<file path="src/rtl/alu_result_stage.sv">
// Registered ALU result stage: derives {P,N,C,Z}, holds an architectural flags register
// and buffers results in a small FIFO toward writeback. Parity is built only when ALU_RES_PARITY_EN is defined.
module alu_result_stage #(
    parameter int DEPTH = 2,
    parameter int TAG_W = 3
) (
    input  logic                     clk,
    input  logic                     rst_n,
    input  logic                     in_valid,
    output logic                     in_ready,
    input  logic [15:0]              in_y,
    input  logic                     in_co,
    input  logic [TAG_W-1:0]         in_tag,
    input  logic                     in_wr_flags,
    output logic                     out_valid,
    input  logic                     out_ready,
    output logic [15:0]              out_data,
    output logic [TAG_W-1:0]         out_tag,
    output logic [3:0]               out_flags,
    output logic [3:0]               flags,
    output logic [$clog2(DEPTH):0]   count
);

    localparam int PW = $clog2(DEPTH);
    localparam int CW = PW + 1;

    // Handshake: a transfer happens on a rising edge where valid & ready are both 1.
    // in_ready depends only on registered occupancy; a producer holds its data until accepted.
    typedef enum logic [1:0] {
        ST_EMPTY,
        ST_PARTIAL,
        ST_FULL
    } state_t;

    state_t          state;
    logic            push;
    logic            pop;
    logic [CW-1:0]   count_nxt;
    logic [PW-1:0]   wr_ptr;
    logic [PW-1:0]   rd_ptr;
    logic [2:0]      fl_ncz;
    logic [2:0]      flags_ncz;

    logic [15:0]      data_mem [DEPTH];
    logic [TAG_W-1:0] tag_mem  [DEPTH];
    logic [2:0]       ncz_mem  [DEPTH];

    // {N,C,Z}; parity is handled separately so it can be compiled out.
    assign fl_ncz = {in_y[15], in_co, (in_y == 16'h0000)};

    always_comb begin
        state = ST_PARTIAL;
        if (count == '0) begin
            state = ST_EMPTY;
        end else if (count == CW'(DEPTH)) begin
            state = ST_FULL;
        end
    end

    assign in_ready  = (state != ST_FULL);
    assign out_valid = (state != ST_EMPTY);

    always_comb begin
        push      = 1'b0;
        pop       = 1'b0;
        count_nxt = count;
        case (state)
            ST_EMPTY:   push = in_valid;
            ST_PARTIAL: begin
                push = in_valid;
                pop  = out_ready;
            end
            ST_FULL:    pop = out_ready;
            default:    ;
        endcase
        case ({push, pop})
            2'b10:   count_nxt = count + CW'(1);
            2'b01:   count_nxt = count - CW'(1);
            default: count_nxt = count;
        endcase
    end

    always_ff @(posedge clk or negedge rst_n) begin
        if (!rst_n) begin
            count  <= '0;
            wr_ptr <= '0;
            rd_ptr <= '0;
        end else begin
            count <= count_nxt;
            if (push) begin
                wr_ptr <= wr_ptr + PW'(1);
            end
            if (pop) begin
                rd_ptr <= rd_ptr + PW'(1);
            end
        end
    end

    always_ff @(posedge clk or negedge rst_n) begin
        if (!rst_n) begin
            for (int i = 0; i < DEPTH; i++) begin
                data_mem[i] <= '0;
                tag_mem[i]  <= '0;
                ncz_mem[i]  <= '0;
            end
        end else if (push) begin
            data_mem[wr_ptr] <= in_y;
            tag_mem[wr_ptr]  <= in_tag;
            ncz_mem[wr_ptr]  <= fl_ncz;
        end
    end

    // Architectural flags follow accepts only; pops never touch them.
    always_ff @(posedge clk or negedge rst_n) begin
        if (!rst_n) begin
            flags_ncz <= '0;
        end else if (push && in_wr_flags) begin
            flags_ncz <= fl_ncz;
        end
    end

    assign out_data = data_mem[rd_ptr];
    assign out_tag  = tag_mem[rd_ptr];

`ifdef ALU_RES_PARITY_EN
    logic par_mem [DEPTH];
    logic flags_p;

    always_ff @(posedge clk or negedge rst_n) begin
        if (!rst_n) begin
            for (int i = 0; i < DEPTH; i++) begin
                par_mem[i] <= 1'b0;
            end
            flags_p <= 1'b0;
        end else if (push) begin
            par_mem[wr_ptr] <= ^in_y;
            if (in_wr_flags) begin
                flags_p <= ^in_y;
            end
        end
    end

    assign out_flags = {par_mem[rd_ptr], ncz_mem[rd_ptr]};
    assign flags     = {flags_p, flags_ncz};
`else
    assign out_flags = {1'b0, ncz_mem[rd_ptr]};
    assign flags     = {1'b0, flags_ncz};
`endif

endmodule

</file>
<file path="config.mk">
export PLATFORM = sky130hd
export DESIGN_NAME = alu_result_stage
export DESIGN_NICKNAME = d
export VERILOG_FILES = /design/src/rtl/alu_result_stage.sv
export SDC_FILE = /design/constraint.sdc
export NUM_CORES = 1
export LEC_CHECK = 0
export BUFFER_PORTS_ARGS = -buffer_cell sky130_fd_sc_hd__buf_2
export CAP_MARGIN = 10
export CORE_ASPECT_RATIO = 0.7
export CORE_UTILIZATION = 53
export CTS_CLUSTER_SIZE = 10
export DETAILED_ROUTE_END_ITERATION = 8
export PLACE_DENSITY = 0.85
export REMOVE_ABC_BUFFERS = 1
export SLEW_MARGIN = 20
export SYNTH_ARGS = -nofsm -noshare
export SYNTH_HDL_FRONTEND = slang
export SYNTH_SLANG_ARGS = --single-unit
export TNS_END_PERCENT = 30
</file>
<file path="constraint.sdc">
create_clock -name clk -period 2.2 [get_ports clk]
set_input_delay 0.55 -clock clk [delete_from_list [all_inputs] [get_ports clk]]
set_output_delay 0.55 -clock clk [all_outputs]
set_load 0.01 [all_outputs]
</file>
# [Yosys cells after proc, flatten, opt, wreduce, memory -nomap -nowiden]
# Index checks and enable logic that the tools add are counted.
[totals] ff_bits=51 latchBits=0 ram_bits=0 romBits=0 inputBits=25 elab_cells=55 memories=0
[op_classes] addsub=4 mul=0 div=0 order_cmp=3 n_eq_ne=6 n_shift=0 muxes=21 n_bitwise=2 reduce_logical=9
[ops] cell="16-bit two-way mux" count=4
[ops] cell="32-bit bitwise mux" count=1
[ops] cell="3-bit two-way mux" count=7
[ops] cell="16-bit demux with 1-bit select" count=1
[ops] cell="16-bit zero test" count=1
[ops] cell="6-bit bitwise mux" count=2
[ops] cell="2-bit == test (second input constant)" count=3
[ops] cell="2-bit by 1-bit == test with 1-bit output (second input constant)" count=2
[ops] cell="2-bit greater-or-equal comparator (second input constant)" count=2
[ops] cell="2-bit zero test" count=2
[ops] cell="2-bit two-way mux" count=2
[ops] cell="1-bit inverter with 2-bit output" count=2
[ops] cell="2-bit case mux with 2 select lines" count=1
[ops] cell="2-bit nonzero test" count=2
[ops] cell="2-bit OR reduction" count=2
[ops] cell="3-bit demux with 1-bit select" count=1
[ops] cell="1-bit adder (second input constant)" count=2
[ops] cell="2-bit by 1-bit adder with 2-bit output (second input constant)" count=1
[ops] cell="1-bit logical AND" count=2
[ops] cell="2-bit by 1-bit < comparator with 1-bit output (second input constant)" count=1
[ops] cell="1-bit two-way mux" count=2
[ops] cell="2-bit inequality test (second input constant)" count=1
[ops] cell="2-bit by 1-bit subtractor with 2-bit output (second input constant)" count=1

# [Longest topological paths before layout]
[logic_depth] word_depth=8 depth_mapped=6 ltp_nobuf=6

# [Worst setup path after synthesis]
# Ideal clock, no wire load.
[synth_timing] kind="register -> output" from="register rd_ptr" to="output out_flags[2]" arrival_ps=1141 required_time_ps=1650 setup_slack_ps=509 stages_incl_launch_ff=4 path_buffers=2 cell_sequence="dfrtp_1 buf_2 mux2_2 buf_4"
[synth_between] elab_chain_cells=4
[synth_rtl] element="start: declaration" line_no="40" text="logic [PW-1:0] rd_ptr;"
[synth_rtl] element="start signal: assignment" line_no="94" text="rd_ptr <= rd_ptr + PW'(1);"
[synth_rtl] element="1-bit inverter with 2-bit output (implied by the code)" line_no="146" text="assign out_flags = {1'b0, ncz_mem[rd_ptr]};"
[synth_rtl] element="3-bit two-way mux (implied by the code) (3 in series)" line_no="146"
[synth_rtl] element="end: declaration" line_no="19" text="output logic [3:0] out_flags,"
# No other way between the ends. The select of a mux whose other input is x is not followed.

# [Worst setup path after layout]
# Ends and elaborated chain as after synthesis.

==> summary by stage <==
Flow run
The tool flagged a number of max-cap violations equal to 0.

Route
For this run, design rule violations remaining after detail routing come to 0. Before antenna repair, the detailed router went through 4 iterations. In this run the remaining antenna-violating nets after routing total 0.

Across all layers, the routed design uses 1313 vias. In this run, the number of DRC markers left after iteration 0 of detailed routing was 54. Using the TritonRoute via totals, the vias-per-cell ratio works out to 5.13. The wire length per cell is 14.8 um. The routed design has 3790 um of wire.

Clock network
In this run the deepest clock path goes through 2 buffers. The setup fix buffers added after clock tree synthesis is 0. The number of buffers created by CTS is 5. The CTS tree is done. In this run the clock root is driven by a sky130_fd_sc_hd__clkbuf_8. For this design, the sink count on the clock tree is 49. After clock tree synthesis, the clock-pin slew on the worst setup and hold paths is 0.08 ns. Post-CTS repair changed the size of 0 cells.

The later pin in the worst-skew pair is clocked with a latency of 0.29 ns. The number of H-tree levels is 2. The number of hold buffers added after CTS is 0.

Worst hold path
The tightest min-delay check is of the input port to async pin type.

Power
The worst IR drop on VDD is 0.994 mV. The power density over the cells is 1510 nW/um^2. For this design the static power due to leakage is 1.26 nW.

The design draws 4.02 mW.

Global route
After global routing the overflow that remains totals 0. Across every metal layer, demand over resource in global routing totals 0.188. The first global-routing pass estimated 6470 um of wire. The initial antenna violation count came to 0. The number of global-route vias before repair is 1351.

Entering global routing, the biggest net connects 23 pins.

Placement
The count of port buffers added during placement is 53. The half-perimeter wire length after placement is 2780 um. The final weighted congestion in routability-driven placement is 0.688.

Finish
In the final design database the tool counted 230 nets. The fraction of final layout cells sized beyond drive strength 1 is 0.632. The number of diodes added for antenna fixing is 0. The layout overhead on the synthesized area is 15.4%. The fill cell total of the finished layout is 305.

Worst setup path
Along the worst path, the maximum fanout reaches 12. Data on the critical path arrives at its endpoint at 1.36 ns. STA classifies the critical path endpoint as an output port. The critical path class is register to output port.

The element type at the critical path start is a register. For the worst setup path, the data required time is 1.65 ns.

Die
After floorplanning, the core was divided into 19 placement rows. Measured along the x axis, the die boundary spans 80.8 um. The total core area is 4040 sq um. 56 I/O pins were placed. The height of the die is 57.1 um.

The initial core utilization is 0.569. The floorplan step defined a die boundary enclosing 4610 sq um.

STA
For this run, the top clock speed supported by timing is 0.523 GHz. The number of endpoints with negative hold slack in the final report was 0. The total count of max-transition violations in the final report came to 0. Across the routed clock network, the largest skew measured is 0.00713 ns. The setup-violating endpoint count in the final report is 0. In the finished design, the share of the clock period the worst path needs comes to 0.870. The smallest clock period supported by the final layout is computed as 1.91 ns. Setup repair after global routing left no endpoint under its margin. After routing, the total negative slack on setup checks comes to 0 ns.

Synthesis
The proportion of netlist area held by the largest area contributor is 0.533. The complex-gate fraction of the synthesized area is 0.00218. The instance count of the mapped netlist is 148. The synthesized cell area is 2300 sq um. The xor/xnor cell area share of the yosys netlist is 0.0190. The mux contribution to synthesized area is 0.347. The register area share after synthesis is 0.533. The Yosys step of the flow raised 0 warnings. Yosys mapped the design onto 24 distinct sky130hd cell types. Of all flip-flops after synthesis, the portion carrying an async set or reset was 1.00.

Of the total synthesized cell area, the portion taken by AND, OR, NAND and NOR gates is 0.0451. In the post-synthesis netlist, the biggest area contributors are sky130_fd_sc_hd__dfrtp_1 (53%), sky130_fd_sc_hd__mux2_2 (21%), sky130_fd_sc_hd__mux2_4 (12%), sky130_fd_sc_hd__buf_12 (1.7%), sky130_fd_sc_hd__mux2i_1 (1.3%). The synthesized design contains 0 enable-type register cells. In this run, synthesis produced a sequential element count of 49. The cell accounting for the most synthesized area is sky130_fd_sc_hd__dfrtp_1. The share of synthesized cell area in full adder, half adder and majority cells is 0.00544. The synthesized area divided by synthesized cell count is 15.5 sq um. The commonest cells after synthesis are sky130_fd_sc_hd__dfrtp_1 (49), sky130_fd_sc_hd__mux2_2 (43), sky130_fd_sc_hd__mux2_4 (19), sky130_fd_sc_hd__nor4_1 (4). The combinational family with the most area after synthesis is multiplexers. By instance count, the leading cell after synthesis is sky130_fd_sc_hd__dfrtp_1. In the synthesized netlist the dominant register cell turns out to be sky130_fd_sc_hd__dfrtp_1.

Outcome
The flow ran to the end, and the final reports show no timing, DRC or antenna violations.
registers in the layout, summed over array words and instances (netlist names):
signal and cells:
rd_ptr 1, wr_ptr 1, tag_mem 6, flags_ncz 3, count 2, ncz_mem 4
data_mem 32
metal layers:
metal / wire (um) / vias to the layer above / GRT usage / part of all wire
li1: - / 628 / - / -
met5: 0 / - / 0 / 0
met1: 1930 / 646 / 0.278 / 0.51
met3: 183 / 2 / 0.0432 / 0.048
met2: 1660 / 37 / 0.280 / 0.44
met4: 16 / 0 / 0.0536 / 0.0042
area by class of cell:
| cell class | instances | area [sq um] | share of cell area |
|---|---|---|---|
| multi-input combinational | 88 | 972 | 0.366 |
| timing repair buffer | 57 | 295 | 0.111 |
| clock buffer | 7 | 86.3 | 0.0325 |
| tap | 52 | 65.1 | 0.0245 |
| inverter | 3 | 11.3 | 0.00424 |
| sequential | 49 | 1230 | 0.462 |
layout by cell type, fill, tap and decap left out, drive strengths merged:
cell / count
mux2: 62
buf: 57
dfrtp: 49
clkbuf: 7
nor4: 4
inv: 3
xnor2: 3
mux2i: 3
nand2: 2
xor2: 2
conb: 2
nand3: 2
nand2b: 1
or2: 1
o21ai: 1
and3b: 1
nor2: 1
and2: 1
nand4: 1
ha: 1
cells by family after synthesis:
logic type	count (synthesis)
other	1
DFF	49
xor gates and xnor gates	5
and+or+nand+nor	14
AOI/OAI and AO/OA	1
muxes	65
buffers and inverters	12
adders and majority gates	1
through the flow:
step	setup WS [ns]	area [sq um]	std cells	utilization	hold WS (ns)
4_1_cts	0.277	2660	256	0.657	0.218
5_1_grt	0.215	2660	256	0.657	0.234
3_3_place_gp	0.510	2570	249	0.636	0.481
2_1_floorplan	0.445	2210	140	-	0.254
3_5_place_dp	0.480	2570	249	0.636	0.487
6_report	0.287	2660	256	0.657	0.207
path summary, 6_finish.rpt:
| path | startpoint | end | slack (ns) | depth (start not counted) |
|---|---|---|---|---|
| max | rd_ptr | out_flags[2] | 0.29 | 3 |
| min | rst_n | data_mem[1] | 0.21 | 1 |
| max reg2reg | count[1] | count[1] | 0.59 | 5 |
| min reg2reg | data_mem[5] | data_mem[5] | 0.50 | 1 |
| max in group asynchronous | rst_n | count[0] | 1.38 | 2 |
| min in group clk | in_tag[1] | tag_mem[4] | 0.50 | 2 |
report_power, final:
| group | total [mW] | switching (mW) | internal [mW] |
|---|---|---|---|
| clock network | 0.515 | 0.265 | 0.250 |
| registers | 1.58 | 0.244 | 1.34 |
| logic | 1.92 | 0.770 | 1.15 |
| total | 4.02 | 1.28 | 2.74 |
critical path, cell delays in order (launching register included):
cell	delay, ns
sky130_fd_sc_hd__dfrtp_1	0.37
sky130_fd_sc_hd__buf_4	0.21
sky130_fd_sc_hd__mux2_2	0.36
sky130_fd_sc_hd__buf_2	0.14
No activity file was read; power rests on OpenSTA's default activity.
